===== src/rtl/parallax_pkg.sv =====
// Shared definitions for the stereo parallax blocks (forward depth path and
// the depth-to-disparity projector).
//   state_t        : handshake FSM states of the projector
//   PIXEL_WIDTH    : width of pixel coordinates and disparity
//   DEPTH_WIDTH    : width of depth values in inches
//   DISPARITY_MAX  : largest representable disparity (saturation value)
package parallax_pkg;

    typedef enum logic [1:0] {
        IDLE   = 2'd0,
        DIVIDE = 2'd1,
        DONE   = 2'd2
    } state_t;

    localparam int PIXEL_WIDTH   = 12;
    localparam int DEPTH_WIDTH   = 8;
    localparam int DISPARITY_MAX = 4095;

endpackage


===== src/rtl/depth_to_disparity_if.sv =====
// Request/result handshake bundle of depth_to_disparity.
//   request : valid_in, ready_out, depth_in, x_1_in
//   result  : valid_out, ready_in, disparity_out, x_2_out, error_out
//   master  : the requester/consumer side; slave : the projector itself
interface depth_to_disparity_if;
    import parallax_pkg::*;

    logic                   valid_in;
    logic                   ready_out;
    logic [DEPTH_WIDTH-1:0] depth_in;
    logic [PIXEL_WIDTH-1:0] x_1_in;
    logic                   valid_out;
    logic                   ready_in;
    logic [PIXEL_WIDTH-1:0] disparity_out;
    logic [PIXEL_WIDTH-1:0] x_2_out;
    logic                   error_out;

    modport master (
        output valid_in, depth_in, x_1_in, ready_in,
        input  ready_out, valid_out, disparity_out, x_2_out, error_out
    );

    modport slave (
        input  valid_in, depth_in, x_1_in, ready_in,
        output ready_out, valid_out, disparity_out, x_2_out, error_out
    );

endinterface


===== src/rtl/depth_to_disparity_restoring_divider.sv =====
// Restoring unsigned divider, one quotient bit per cycle, MSB first.
//   clk_in/rst_in : clock, synchronous active-high reset
//   i_start       : load operands (ignored while busy)
//   i_dividend    : DIVIDEND_WIDTH-bit dividend
//   i_divisor     : DIVISOR_WIDTH-bit divisor (caller guarantees non-zero)
//   o_busy        : division in progress
//   o_done        : high during the last division cycle
//   o_quotient    : look-ahead quotient, final value while o_done is high,
//                   so a consumer can capture it on the same edge that
//                   computes the last bit (DIVIDEND_WIDTH cycles after load)
module restoring_divider #(
    parameter int DIVIDEND_WIDTH = 24,
    parameter int DIVISOR_WIDTH  = 8
) (
    input  logic                      clk_in,
    input  logic                      rst_in,
    input  logic                      i_start,
    input  logic [DIVIDEND_WIDTH-1:0] i_dividend,
    input  logic [DIVISOR_WIDTH-1:0]  i_divisor,
    output logic                      o_busy,
    output logic                      o_done,
    output logic [DIVIDEND_WIDTH-1:0] o_quotient
);
    localparam int CW = $clog2(DIVIDEND_WIDTH);

    logic [DIVIDEND_WIDTH:0]   r_rem;
    logic [DIVIDEND_WIDTH-1:0] r_quo;
    logic [DIVISOR_WIDTH-1:0]  r_div;
    logic [CW-1:0]             r_cnt;
    logic                      r_busy;

    logic [DIVIDEND_WIDTH+1:0] w_shift;
    logic [DIVIDEND_WIDTH+1:0] w_div_ext;
    logic [DIVIDEND_WIDTH:0]   w_rem_next;
    logic [DIVIDEND_WIDTH-1:0] w_quo_next;
    logic                      w_last;

    // One restoring step: shift next dividend bit into the remainder, subtract if it fits.
    // r_quo doubles as the dividend shift register; quotient bits enter at the LSB.
    always_comb begin
        w_shift   = {r_rem, r_quo[DIVIDEND_WIDTH-1]};
        w_div_ext = {{(DIVIDEND_WIDTH+2-DIVISOR_WIDTH){1'b0}}, r_div};
        if (w_shift >= w_div_ext) begin
            w_rem_next = (DIVIDEND_WIDTH+1)'(w_shift - w_div_ext);
            w_quo_next = {r_quo[DIVIDEND_WIDTH-2:0], 1'b1};
        end else begin
            w_rem_next = w_shift[DIVIDEND_WIDTH:0];
            w_quo_next = {r_quo[DIVIDEND_WIDTH-2:0], 1'b0};
        end
        w_last = r_busy && (r_cnt == CW'(DIVIDEND_WIDTH - 1));
    end

    // Operand load, per-cycle step and cycle counting.
    always_ff @(posedge clk_in) begin
        if (rst_in) begin
            r_rem  <= '0;
            r_quo  <= '0;
            r_div  <= '0;
            r_cnt  <= '0;
            r_busy <= 1'b0;
        end else if (i_start && !r_busy) begin
            r_rem  <= '0;
            r_quo  <= i_dividend;
            r_div  <= i_divisor;
            r_cnt  <= '0;
            r_busy <= 1'b1;
        end else if (r_busy) begin
            r_rem  <= w_rem_next;
            r_quo  <= w_quo_next;
            r_cnt  <= r_cnt + CW'(1);
            r_busy <= !w_last;
        end
    end

    assign o_busy     = r_busy;
    assign o_done     = w_last;
    assign o_quotient = w_quo_next;

endmodule


===== src/rtl/depth_to_disparity.sv =====
// Predicts stereo disparity and camera-2 x position for a target depth:
// disparity = min(floor(F*B / depth), 4095), x_2 = x_1 - disparity.
//   clk_in : system clock
//   rst_in : synchronous active-high reset
//   bus    : request (valid_in/ready_out/depth_in/x_1_in) and result
//            (valid_out/ready_in/disparity_out/x_2_out/error_out) handshake
// Results appear DIVIDEND_WIDTH edges after the accept edge (same edge for
// depth 0); error_out flags depth 0 or an x_2 that falls left of the frame.
module depth_to_disparity
    import parallax_pkg::*;
#(
    parameter int FOCAL_LENGTH      = 1,
    parameter int BASELINE_DISTANCE = 1,
    parameter int DIVIDEND_WIDTH    = 24
) (
    input  logic                 clk_in,
    input  logic                 rst_in,
    depth_to_disparity_if.slave  bus
);
    localparam int                        FB        = FOCAL_LENGTH * BASELINE_DISTANCE;
    localparam logic [DIVIDEND_WIDTH-1:0] DIVIDEND  = DIVIDEND_WIDTH'(FB);
    localparam logic [DIVIDEND_WIDTH-1:0] SAT_LIMIT = DIVIDEND_WIDTH'(DISPARITY_MAX);

    state_t                    r_state;
    state_t                    w_state_next;
    logic                      r_valid;
    logic [PIXEL_WIDTH-1:0]    r_disp;
    logic [PIXEL_WIDTH-1:0]    r_x2;
    logic                      r_err;
    logic [PIXEL_WIDTH-1:0]    r_x1;

    logic                      w_valid_next;
    logic [PIXEL_WIDTH-1:0]    w_disp_next;
    logic [PIXEL_WIDTH-1:0]    w_x2_next;
    logic                      w_err_next;
    logic [PIXEL_WIDTH-1:0]    w_x1_next;
    logic                      w_start;
    logic                      w_div_busy;
    logic                      w_div_done;
    logic [DIVIDEND_WIDTH-1:0] w_quo;
    logic [PIXEL_WIDTH-1:0]    w_sat;
    logic [PIXEL_WIDTH:0]      w_diff;

    restoring_divider #(
        .DIVIDEND_WIDTH (DIVIDEND_WIDTH),
        .DIVISOR_WIDTH  (DEPTH_WIDTH)
    ) u_div (
        .clk_in     (clk_in),
        .rst_in     (rst_in),
        .i_start    (w_start),
        .i_dividend (DIVIDEND),
        .i_divisor  (bus.depth_in),
        .o_busy     (w_div_busy),
        .o_done     (w_div_done),
        .o_quotient (w_quo)
    );

    // Saturate the full quotient, then form x_1 - disparity with a borrow bit.
    always_comb begin
        if (w_quo > SAT_LIMIT) begin
            w_sat = PIXEL_WIDTH'(DISPARITY_MAX);
        end else begin
            w_sat = w_quo[PIXEL_WIDTH-1:0];
        end
        w_diff = {1'b0, r_x1} - {1'b0, w_sat};
    end

    // Handshake FSM next-state and next output values.
    always_comb begin
        w_state_next = r_state;
        w_start      = 1'b0;
        w_valid_next = r_valid;
        w_disp_next  = r_disp;
        w_x2_next    = r_x2;
        w_err_next   = r_err;
        w_x1_next    = r_x1;
        case (r_state)
            IDLE: begin
                if (bus.valid_in) begin
                    w_x1_next = bus.x_1_in;
                    if (bus.depth_in == {DEPTH_WIDTH{1'b0}}) begin
                        w_state_next = DONE;
                        w_valid_next = 1'b1;
                        w_disp_next  = PIXEL_WIDTH'(DISPARITY_MAX);
                        w_x2_next    = {PIXEL_WIDTH{1'b0}};
                        w_err_next   = 1'b1;
                    end else begin
                        w_state_next = DIVIDE;
                        w_start      = !w_div_busy;
                    end
                end else begin
                    w_state_next = IDLE;
                end
            end
            DIVIDE: begin
                if (w_div_done) begin
                    w_state_next = DONE;
                    w_valid_next = 1'b1;
                    w_disp_next  = w_sat;
                    // A borrow means the point projects left of column 0.
                    if (w_diff[PIXEL_WIDTH]) begin
                        w_x2_next  = {PIXEL_WIDTH{1'b0}};
                        w_err_next = 1'b1;
                    end else begin
                        w_x2_next  = w_diff[PIXEL_WIDTH-1:0];
                        w_err_next = 1'b0;
                    end
                end else begin
                    w_state_next = DIVIDE;
                end
            end
            DONE: begin
                if (bus.ready_in) begin
                    w_state_next = IDLE;
                    w_valid_next = 1'b0;
                end else begin
                    w_state_next = DONE;
                end
            end
            default: begin
                w_state_next = IDLE;
                w_valid_next = 1'b0;
            end
        endcase
    end

    // State and output registers.
    always_ff @(posedge clk_in) begin
        if (rst_in) begin
            r_state <= IDLE;
            r_valid <= 1'b0;
            r_disp  <= '0;
            r_x2    <= '0;
            r_err   <= 1'b0;
            r_x1    <= '0;
        end else begin
            r_state <= w_state_next;
            r_valid <= w_valid_next;
            r_disp  <= w_disp_next;
            r_x2    <= w_x2_next;
            r_err   <= w_err_next;
            r_x1    <= w_x1_next;
        end
    end

    assign bus.ready_out     = (r_state == IDLE);
    assign bus.valid_out     = r_valid;
    assign bus.disparity_out = r_disp;
    assign bus.x_2_out       = r_x2;
    assign bus.error_out     = r_err;

endmodule


===== src/flat_wrapper.sv =====
// flat-port wrapper written by rule: the top's interface ports become plain ports
module depth_to_disparity_flat import parallax_pkg::*;
#(
    parameter int FOCAL_LENGTH      = 1,
    parameter int BASELINE_DISTANCE = 1,
    parameter int DIVIDEND_WIDTH    = 24
)
  (clk_in, rst_in, bus_valid_in, bus_depth_in, bus_x_1_in, bus_ready_in, bus_ready_out, bus_valid_out, bus_disparity_out, bus_x_2_out, bus_error_out);
  depth_to_disparity_if bus_i ();
  input  logic clk_in;
  input  logic rst_in;
  input wire logic [$bits(bus_i.valid_in)-1:0] bus_valid_in;
  input wire logic [$bits(bus_i.depth_in)-1:0] bus_depth_in;
  input wire logic [$bits(bus_i.x_1_in)-1:0] bus_x_1_in;
  input wire logic [$bits(bus_i.ready_in)-1:0] bus_ready_in;
  output wire logic [$bits(bus_i.ready_out)-1:0] bus_ready_out;
  output wire logic [$bits(bus_i.valid_out)-1:0] bus_valid_out;
  output wire logic [$bits(bus_i.disparity_out)-1:0] bus_disparity_out;
  output wire logic [$bits(bus_i.x_2_out)-1:0] bus_x_2_out;
  output wire logic [$bits(bus_i.error_out)-1:0] bus_error_out;
  assign bus_i.valid_in = bus_valid_in;
  assign bus_i.depth_in = bus_depth_in;
  assign bus_i.x_1_in = bus_x_1_in;
  assign bus_i.ready_in = bus_ready_in;
  assign bus_ready_out = bus_i.ready_out;
  assign bus_valid_out = bus_i.valid_out;
  assign bus_disparity_out = bus_i.disparity_out;
  assign bus_x_2_out = bus_i.x_2_out;
  assign bus_error_out = bus_i.error_out;
  depth_to_disparity #(.FOCAL_LENGTH(FOCAL_LENGTH), .BASELINE_DISTANCE(BASELINE_DISTANCE), .DIVIDEND_WIDTH(DIVIDEND_WIDTH)) u_core (.clk_in(clk_in), .rst_in(rst_in), .bus(bus_i));
endmodule

===== config.mk =====
export PLATFORM = sky130hd
export DESIGN_NAME = depth_to_disparity_flat
export DESIGN_NICKNAME = d
export VERILOG_FILES = /design/src/rtl/parallax_pkg.sv /design/src/rtl/depth_to_disparity_if.sv /design/src/rtl/depth_to_disparity_restoring_divider.sv /design/src/rtl/depth_to_disparity.sv /design/src/flat_wrapper.sv
export SDC_FILE = /design/constraint.sdc
export NUM_CORES = 1
export LEC_CHECK = 0
export ABC_CLOCK_PERIOD_IN_PS = 3950
export BUFFER_PORTS_ARGS = -buffer_cell sky130_fd_sc_hd__buf_2
export CAP_MARGIN = 20
export CORE_MARGIN = 5
export CORE_UTILIZATION = 55
export CTS_BUF_LIST = sky130_fd_sc_hd__clkbuf_4 sky130_fd_sc_hd__clkbuf_8
export DETAILED_ROUTE_END_ITERATION = 10
export PLACE_DENSITY_LB_ADDON = 0.1
export REMOVE_ABC_BUFFERS = 1
export SETUP_SLACK_MARGIN = 0.5
export SYNTH_ARGS = -nofsm -noshare
export SYNTH_HDL_FRONTEND = slang
export SYNTH_SLANG_ARGS = --single-unit

===== constraint.sdc =====
create_clock -name clk_in -period 3.95 [get_ports clk_in]
set_clock_uncertainty 0.1 [all_clocks]
set_input_delay 0.395 -clock clk_in [delete_from_list [all_inputs] [get_ports clk_in]]
set_output_delay 0.395 -clock clk_in [all_outputs]
set_load 0.01 [all_outputs]

=== Yosys cells after proc, flatten, opt, wreduce, memory -nomap -nowiden ===
Cells that the tools add are included.

* Word-level logic and storage cells: 68
* Flip-flop bits (word level): 103
* Input port bits: 24
* Output and inout port bits: 27

* Magnitude comparators: 2
* Eq/ne operators: 7
* Multiplexer cells: 32
* $add $sub $neg: 3
* Reductions and logical operators: 12

{| class="wikitable"
|+ Operators with widths
! operator !! number
|-
| 2-to-1 mux 12 bit || 8
|-
| case mux 12 bit (2 select lines) || 2
|-
| >= comparator 26 x 8 -> 1 bit || 1
|-
| 2-to-1 mux 25 bit || 1
|-
| subtractor 25 x 8 -> 25 bit || 1
|-
| > comparator 24 x 12 -> 1 bit, second input constant || 1
|-
| 2-to-1 mux 1 bit || 14
|-
| subtractor 12 x 12 -> 13 bit || 1
|-
| zero test 8 bit || 1
|-
| 2-to-1 mux 2 bit || 4
|-
| AND reduction 4 bit || 2
|-
| != test 2 bit, second input constant || 3
|-
| case mux 2 bit (3 select lines) || 1
|-
| adder 5 x 1 -> 5 bit, second input constant || 1
|-
| equality test 5 bit, second input constant || 1
|-
| nonzero test 2 bit || 2
|-
| case mux 1 bit (3 select lines) || 1
|-
| equality test 2 x 1 -> 1 bit, second input constant || 1
|-
| equality test 2 bit, second input constant || 1
|-
| logical AND 1 bit || 2
|-
| zero test 1 bit || 2
|-
| zero test 2 bit || 1
|-
| != test 2 x 1 -> 1 bit, second input constant || 1
|-
| case mux 1 bit (2 select lines) || 1
|-
| other kinds (2) || 2
|}

=== Longest topological paths before layout ===
Gate-level depths: netlist of run 1.

* Depth after elaboration: 8
* Depth in mapped cells: 20
* Gate-level depth less buffers: 19

=== By module ===
Synthesis of run 1 repeated with hierarchy kept, for this count alone.

* Cells, all modules: 774
* Area total of the unflattened synthesis: 6144.6 sq um

{| class="wikitable"
|+ Modules (own cells, without submodules)
! module !! cells an instance !! area an instance (sq um) !! sequential area each (sq um) !! instances
|-
| restoring_divider || 428 || 3447.1 || 1261.2 || 1
|-
| depth_to_disparity || 346 || 2697.6 || 800.8 || 1
|}

=== Least setup slack after synthesis of run 1 ===
Ideal clock, no wire load.

* Kind: flip-flop to flip-flop
* Start: register u_core.u_div.r_quo[11]
* End: register u_core.r_x2[11], in the netlist u_core.bus.x_2_out[11]
* Setup time: 122 ps
* Clock period less this slack: 3817 ps
* Path slack: 133 ps
* Cell stages (with the launch flop): 16
* Data required time: 3728 ps
* Buffers on the path: 2
* Arrival: 3595 ps
* Cell sequence: dfxtp_1 or4_4 or3_1 buf_6 clkbuf_1 nor2_1 ha_1 a21o_1 maj3_4 o221a_2 o211ai_1 nand3_1 a21o_1 a31oi_1 xor2_1 o21ai_0

* Word-level cells in the longest chain between the ends: 6

{| class="wikitable"
|+ Ends and longest elaborated chain
! what !! RTL line !! source
|-
| start, declared || depth_to_disparity_restoring_divider.sv:27 || <nowiki>logic [DIVIDEND_WIDTH-1:0] r_quo;</nowiki>
|-
| start signal, assigned || depth_to_disparity_restoring_divider.sv:63 || <nowiki>r_quo <= i_dividend;</nowiki>
|-
| start signal, assigned || depth_to_disparity_restoring_divider.sv:69 || <nowiki>r_quo <= w_quo_next;</nowiki>
|-
| > comparator 24 x 12 -> 1 bit || depth_to_disparity.sv:60 || <nowiki>if (w_quo > SAT_LIMIT) begin</nowiki>
|-
| 2-to-1 mux 12 bit || depth_to_disparity.sv:60 ||
|-
| subtractor 12 x 12 -> 13 bit || depth_to_disparity.sv:65 || <nowiki>w_diff = {1'b0, r_x1} - {1'b0, w_sat};</nowiki>
|-
| 2-to-1 mux 12 bit || depth_to_disparity.sv:101 || <nowiki>if (w_diff[PIXEL_WIDTH]) begin</nowiki>
|-
| 2-to-1 mux 12 bit || depth_to_disparity.sv:96 || <nowiki>if (w_div_done) begin</nowiki>
|-
| case mux 12 bit (2 select lines) || depth_to_disparity.sv:77 || <nowiki>case (r_state)</nowiki>
|-
| end signal, assigned || depth_to_disparity.sv:140 || <nowiki>r_x2 <= w_x2_next;</nowiki>
|-
| end, declared || depth_to_disparity.sv:28 || <nowiki>logic [PIXEL_WIDTH-1:0] r_x2;</nowiki>
|}

Every way passes these cells. The select of a mux whose other input is x is not followed.
A chain may end at the register's enable or synchronous reset.

=== Worst setup path after layout of run 1 ===
* Start: register u_core.u_div.r_div[3]
* End: register u_core.r_x2[6], in the netlist u_core.bus.x_2_out[6]

* Word-level cells in the longest chain between the ends: 8

{| class="wikitable"
|+ Ends and longest elaborated chain
! what !! RTL line !! source
|-
| start, declared || depth_to_disparity_restoring_divider.sv:28 || <nowiki>logic [DIVISOR_WIDTH-1:0] r_div;</nowiki>
|-
| start signal, assigned || depth_to_disparity_restoring_divider.sv:64 || <nowiki>r_div <= i_divisor;</nowiki>
|-
| >= comparator 26 x 8 -> 1 bit (*) || depth_to_disparity_restoring_divider.sv:43 || <nowiki>if (w_shift >= w_div_ext) begin</nowiki>
|-
| 2-to-1 mux 1 bit (*) || depth_to_disparity_restoring_divider.sv:43 ||
|-
| > comparator 24 x 12 -> 1 bit || depth_to_disparity.sv:60 ||
|-
| 2-to-1 mux 12 bit (*) || depth_to_disparity.sv:60 ||
|-
| subtractor 12 x 12 -> 13 bit (*) || depth_to_disparity.sv:65 ||
|-
| 2-to-1 mux 12 bit (*) || depth_to_disparity.sv:101 ||
|-
| 2-to-1 mux 12 bit (*) || depth_to_disparity.sv:96 ||
|-
| case mux 12 bit (2 select lines) (*) || depth_to_disparity.sv:77 ||
|}

Mark *: on every way between the ends. The rest lies on a longest branch, timed or not. The select of a mux whose other input is x is not followed.

==> results.toml, run 1 <==
[clocking]
numClockSinks = 103
cts_buffers = 9
clock_latency_ns = 0.39
ctsHtreeMaxLevel = 3
holdBufCountCts = 0
clock_path_buffers = 2
cts_tree = "built"
cts-root-buf = "clkbuf_8"
clk_pin_slew_ns = 0.11

[cells_and_area]
area_growth_pct = 21.21
drive_gt1_share_pct = 25.36
nets = 734
nFillCells = 788
stdcell_area_um2 = 6279
diodes = 0

[setup_path]
crit_path_end_kind = "register"
path_class = "register to register"
cp.depth = 21
crit_path_start_kind = "register"
rr_worst_depth = 21
critPathMaxStageDelay_ns = 0.42
cp.required_ns = 4.11
cp_cell_sequence = "inv_2 > ha_4 > a21oi_2 > o21ai_1 > a21oi_1 > or4_4 > nand4_1 > ha_2 > fa_2 > nand2b_1 > a41oi_2 > nand2_2 > a32oi_2 > o21ai_2 > a31oi_2 > nand2b_4 > a21oi_4 > buf_6 > buf_12 > a22oi_2 > nor2_1"
critPathMaxFanout = 7
slowest_stage = "or4_4"
cpLargestDelayFamily = "compound AO/OA/AOI/OAI gates"
critPathArrivalTime_ns = 3.93
critPathBufInv = 3

[worst_hold_path]
hold_class = "primary input to register"
hold_depth = 3

[synth]
synthFlopType = "dfxtp_1"
async_flop_share_pct = 0
synth.distinct_cells = 58
synth.most_common_cell = "nor2_1"
synth_top_family_by_area = "simple AND/OR/NAND/NOR gates"
yosys-top-cells-area = "dfxtp_1 (40%), nor2_1 (8.6%), mux2i_1 (7.5%)"
synth.top_cells.by_count = "nor2_1 (118), dfxtp_1 (103), nand2_1 (49), a21oi_1 (40), mux2i_1 (39)"
synth_xor_xnor_area_share_pct = 5.580
seq_area_frac_synth_pct = 39.81
syn_avg_cell_area_um2 = 8.196
yosys_warnings = 0
synth_seq_cells = 103
synth.largest_area_cell = "dfxtp_1"
muxShareOfSynthArea_pct = 7.536
synthAdderAreaFrac_pct = 4.855
yosysTopAreaCellShare_pct = 39.81
synthSimpleGateAreaFrac_pct = 22.25
synth_edf_count = 0
synthCells = 632
synth_compound_area_share_pct = 15.19
synth.cell_area_um2 = 5180

[routing]
drt_iter0_drc = 217
wl_per_cell_um = 15.33
wl_mm = 12.40
drc = 0
ant_nets = 0
drtPass1Iterations = 4
vias = 4496
via_per_inst = 5.557

[die]
io_pins = 51
core_area_um2 = 9196
start_util_pct = 56.33
dieHeight_um = 107.0
std_cell_rows = 35
die-area_um2 = 11460
dieWidth_um = 107.0

[timing]
tightestPinTransition_ns = 0.8989
min_period_over_period_pct = 95.46
slew_headroom_pct = 39.85
setup_violations = 0
finalHoldViolations = 0
slew_viol_final = 0
clock.fmax_mhz = 265.2
post-route-min-period_ns = 3.771
rsz0062_at_grt = "true"

[outcome]
status = "completed"

[power]
p_leak_nw = 2.538
ir_drop_mv = 0.2835
total_power_mw = 2.598
p_per_area_nw_per_um2 = 413.8

[global_route]
grtUsageTotal_pct = 21.92
antenna_found_initial = 0
grt_pass1_vias = 4269
grt_overflow = 0
grt_max_degree = 79
grt_pass1_wl_mm = 20.31

[placement]
post-dp-hpwl_mm = 8.229
gp_congestion = 0.9215
placed_area_um2 = 5549
port-buffer-count = 50

[job]
cap_violations = 0
## placed cells by master, fill, tap and decap left out, types with 12 or more instances in the layout
cell	synthesis	final
nor2_1	118	115
dfxtp_1	103	97
buf_2	3	50
nand2_1	49	47
mux2i_1	39	39
a21oi_1	40	38
o21ai_0	35	31
buf_4	0	31
inv_1	25	21
xnor2_1	18	18
nor3_1	21	17
xor2_1	15	15
a211oi_1	12	12
## per-layer routing
| metal | track usage (%) | vias up | share of wire (%) |
|---|---|---|---|
| met5 | 0 | - | 0 |
| met4 | 7.306 | 0 | 1.6 |
| met3 | 4.094 | 14 | 4.2 |
| met2 | 36.15 | 92 | 48 |
| met1 | 28.81 | 2089 | 46 |
| li1 | - | 2301 | - |
## sequential cells by signal, summed over array words and instances (netlist names), 2 cells and up
signal	flops
u_core.u_div.r_rem	25
u_core.u_div.r_quo	24
u_core.bus.disparity_out	12
u_core.bus.x_2_out	12
u_core.r_x1	12
u_core.u_div.r_div	8
u_core.u_div.r_cnt	5
u_core.r_state	2
## where the power goes
part / internal [mW] / switching [mW] / total (mW)
registers: 1.08 / 0.0475 / 1.13
logic: 0.350 / 0.378 / 0.727
clock network: 0.342 / 0.402 / 0.744
total: 1.77 / 0.827 / 2.60
## worst paths after layout
path	from	endpoint	slack (ns)
hold reg to reg	u_core.r_x1[11]	u_core.r_x1[11]	0.38
setup / recovery	u_core.u_div.r_div[3]	u_core.bus.x_2_out[6]	0.18
hold / removal	bus_x_1_in[9]	u_core.r_x1[9]	0.14
setup reg to reg	u_core.u_div.r_div[3]	u_core.bus.x_2_out[6]	0.18
## through the flow
step                      setup TNS [ns]  worst slack [ns]  hold slack [ns]  std cells  util [%]
after floorplan                  -0.1785          -0.02503           0.3303        596         -
after global placement                 0           0.08975           0.3443        773     60.34
after detailed placement         -0.1521          -0.03052           0.3549        773     60.34
after CTS                              0            0.2633           0.1192        801     66.33
after global routing             -0.1910          -0.05318           0.1317        809     68.27
final                                  0            0.1792           0.1402        809     68.27
## worst min-delay path, cell delays in order
cell and delay, ns:
buf_2 0.10, nand2_1 0.05, a21oi_1 0.05
## area by class of cell
class | count | area [µm²] | area share, %
sequential | 103 | 2072 | 33.00
clock buffer | 11 | 151.4 | 2.411
multi-input combinational | 468 | 3191 | 50.82
tap | 111 | 138.9 | 2.212
inverter | 25 | 93.84 | 1.495
clock inverter | 5 | 70.07 | 1.116
timing repair buffer | 86 | 561.8 | 8.948
## logic make-up (layout without fill, tap and decap cells)
kind of cell / after synthesis / after routing
xor gates and xnor gates: 33 / 33
and+or+nand+nor: 249 / 249
adders and majority gates: 19 / 19
muxes: 39 / 39
DFF: 103 / 103
buffers and inverters: 61 / 127
AOI/OAI and AO/OA: 128 / 128
## timing repair
action	in CTS	in global routing
setup buffers	11	8
pin swaps	17	23
setup endpoints to repair	13	16
gates resized for setup	47	27
cloned	1	0
No activity file was read; power rests on OpenSTA's default activity.
==> run 2: changes to the inputs <==
- GPL_ROUTABILITY_DRIVEN: not set -> 1
- SYNTH_HIERARCHICAL: not set -> 1
==> run 2 against run 1 <==
The flow now finishes with violations (negative setup slack). Sequential share of layout area is 4.3 points lower. Wire length is 24% higher. Die area is 17% higher. First-iteration DRC count is 93% higher. Flip-flop and latch count stayed put. Final cell count is 24% higher. Global-route usage is 1.9 points higher. Cell area is 15% higher. Sequential power is 4% higher. Critical path depth is 5 lower. Largest cell class unchanged.
==> results.toml, run 2 <==
[outcome]
status = "finished with violations"
violations = "negative setup slack"

[setup_path]
reg2reg_from = "u_core/u_div/r_rem[17]"
crit_start = "u_core/u_div/r_rem[17]"
path_class = "register to register"
reg2reg_slack_ns = -0.31
crit_path_end_kind = "register"
critPathArrivalTime_ns = 4.48
r2r-end = "u_core/bus.x_2_out[7]"
rr_worst_depth = 16
critPathMaxFanout = 8
crit_path_start_kind = "register"
slowest_stage = "or4_4"
critPathMaxStageDelay_ns = 0.53
cp_cell_sequence = "or4_4 > or4_4 > or3_4 > nor2_8 > inv_6 > nand2b_4 > ha_4 > fa_2 > nor2b_4 > o21a_1 > o21ai_2 > o21ai_2 > a2111o_1 > nand2_2 > inv_2 > o31ai_2"
cp.required_ns = 4.16

[synth]
synthCells = 774
synth.largest_area_cell = "dfxtp_1"
yosysTopAreaCellShare_pct = 33.56
synth.top_cells.by_count = "dfxtp_1 (103), nor2_1 (95), nand2_1 (75), a21oi_1 (73), clkbuf_1 (42)"
syn_avg_cell_area_um2 = 7.939
synth_seq_cells = 103
synth_edf_count = 0
yosys-top-cells-area = "dfxtp_1 (34%), a21oi_1 (5.9%), nor2_1 (5.8%)"
async_flop_share_pct = 0
seq_area_frac_synth_pct = 33.56
synth.distinct_cells = 84
yosys_warnings = 6
synthFlopType = "dfxtp_1"
synth.most_common_cell = "dfxtp_1"
synth.cell_area_um2 = 6145

[clocking]
ctsHtreeMaxLevel = 3
cts_tree = "built"
clock_path_buffers = 2
cts_buffers = 9
clock_latency_ns = 0.39
clk_pin_slew_ns = 0.10
holdBufCountCts = 0
numClockSinks = 103
cts-root-buf = "clkbuf_8"

[routing]
dr_wl_met2_mm = 6.730
top_layer_used = "met4"
drc = 0
ant_nets = 0
routed-wl-met3_um = 709
drt_iter0_drc = 419
drtPass1Iterations = 5
via_per_inst = 5.647
vias = 5681
wl_met1_mm = 7.722
wl_mm = 15.36
wl_per_cell_um = 15.27

[placement]
gp_congestion = 0.9143
port-buffer-count = 50
placed_area_um2 = 6797
post-dp-hpwl_mm = 11.19

[timing]
finalHoldViolations = 0
post-route-min-period_ns = 4.263
final.setup.worst_slack_ns = -0.3131
tns_ns = -1.896
setup_violations = 13
slew_viol_final = 0
tightestPinTransition_ns = 0.7479
min_period_over_period_pct = 107.9
rsz0062_at_grt = "true"
slew_headroom_pct = 50.14
clock.fmax_mhz = 234.6

[global_route]
grt_max_degree = 82
antenna_found_initial = 0
grtUsageTotal_pct = 23.80
grt_pass1_wl_mm = 25.70
grt_overflow = 0
grt_pass1_vias = 5288

[cells_and_area]
stdcell_area_um2 = 7194
top_regs = "u_core/u_div/r_rem x25, u_core/u_div/r_quo x24"
drive_gt1_share_pct = 23.67
diodes = 0
final_common_cell = "dfxtp_1"
largest_reg_flops = 25
top_register = "u_core/u_div/r_rem"
nets = 903
nFillCells = 976
fin_util_pct = 66.08
area_growth_pct = 17.08
mostFrequentLayoutCells = "dfxtp_1 (98), nor2_1 (93), nand2_1 (74), buf_4 (74), a21oi_1 (68)"

[power]
p_int_mw = 1.915
ir_drop_mv = 0.3111
comb_power_share_pct = 40.7
p_leak_nw = 2.982
power_frac_clock_pct = 20.8
power_switching_mw = 1.136
switching_share_pct = 37.23
total_power_mw = 3.051
p_per_area_nw_per_um2 = 424.1
power_frac_seq_pct = 38.5

[job]
cap_violations = 0

[die]
io_pins = 51
dieWidth_um = 115.7
core_area_um2 = 10890
dieHeight_um = 115.7
start_util_pct = 56.44
std_cell_rows = 38
die-area_um2 = 13390

[worst_hold_path]
hold_depth = 3
hold_class = "primary input to register"
hold-path-endpoint = "u_core/r_x1[6]"
hold_start = "bus_x_1_in[6]"
## run 2: critical path: cells and delay by family, from the launching register on
family | cells | cell delay, ns
adder cells (fa/ha/maj) | 2 | 0.57
flip-flops | 1 | 0.33
buffers and inverters | 2 | 0.09
AND/OR/NAND/NOR | 7 | 2.01
AO/OA/AOI/OAI | 5 | 1.09
## run 2: how the worst max path moves through the flow
| stage | cells after the start | slack [ns] | endpoint |
|---|---|---|---|
| final | 16 | -0.31 | u_core/bus.x_2_out[7] |
| after global routing | 16 | -0.46 | u_core/bus.x_2_out[7] |
| after CTS | 16 | -0.31 | u_core/bus.x_2_out[11] |
| after detailed placement | 16 | -0.58 | u_core/bus.x_2_out[7] |
| after global placement | 16 | -0.53 | u_core/bus.x_2_out[7] |
| after floorplan | 5 | -1.05 | u_core/u_div/r_rem[7] |
## run 2: stage by stage
| stage | std cells | hold slack [ns] | worst slack (ns) |
|---|---|---|---|
| global route | 1006 | 0.1222 | -0.4623 |
| finish | 1006 | 0.1334 | -0.3131 |
| global placement | 983 | 0.3352 | -0.5250 |
| floorplan | 726 | 0.3303 | -1.055 |
| CTS | 1003 | 0.1172 | -0.3117 |
| detailed placement | 983 | 0.3427 | -0.5837 |
## run 2: power by group through the flow
stage	Clock, mW	Combinational, mW	Sequential (mW)
2_1_floorplan	0	0.756	1.19
3_3_place_gp	0	1.12	1.19
3_5_place_dp	0	1.15	1.19
4_1_cts	0.656	1.20	1.17
5_1_grt	0.694	1.37	1.18
6_report	0.635	1.24	1.17
## run 2: cells by family (layout without fill, tap and decap cells)
logic type / count (synthesis) / after routing / share of synthesized area, %
AND/OR/NAND/NOR: 279 / 279 / 23.01
multiplexers: 28 / 28 / 4.561
flip-flops: 103 / 103 / 33.56
adder cells (fa/ha/maj): 22 / 22 / 4.582
XOR/XNOR: 24 / 24 / 3.421
AO/OA/AOI/OAI: 221 / 221 / 23.23
other: 2 / 24 / 0.1222
buffers and inverters: 95 / 165 / 7.514
## run 2: layer usage
metal / GRT usage [%] / up-vias
li1: - / 2880
met1: 35.07 / 2660
met2: 35.53 / 124
met3: 5.222 / 17
met4: 5.800 / 0
met5: 0 / -
## run 2: what timing repair did
action | CTS | global route
setup buffers | 5 | 3
gates resized for setup | 21 | 19
setup endpoints to repair | 13 | 13
pin swaps | 20 | 24
## run 2: area by class of cell
type                       count  area (µm²)  share of cell area [%]
multi-input combinational    598        3855                   53.58
sequential                   103        2068                   28.75
timing repair buffer         125       817.0                   11.36
tap                          140       175.2                   2.435
clock buffer                  10       137.6                   1.913
inverter                      25       98.84                   1.374
clock inverter                 5       42.54                  0.5913
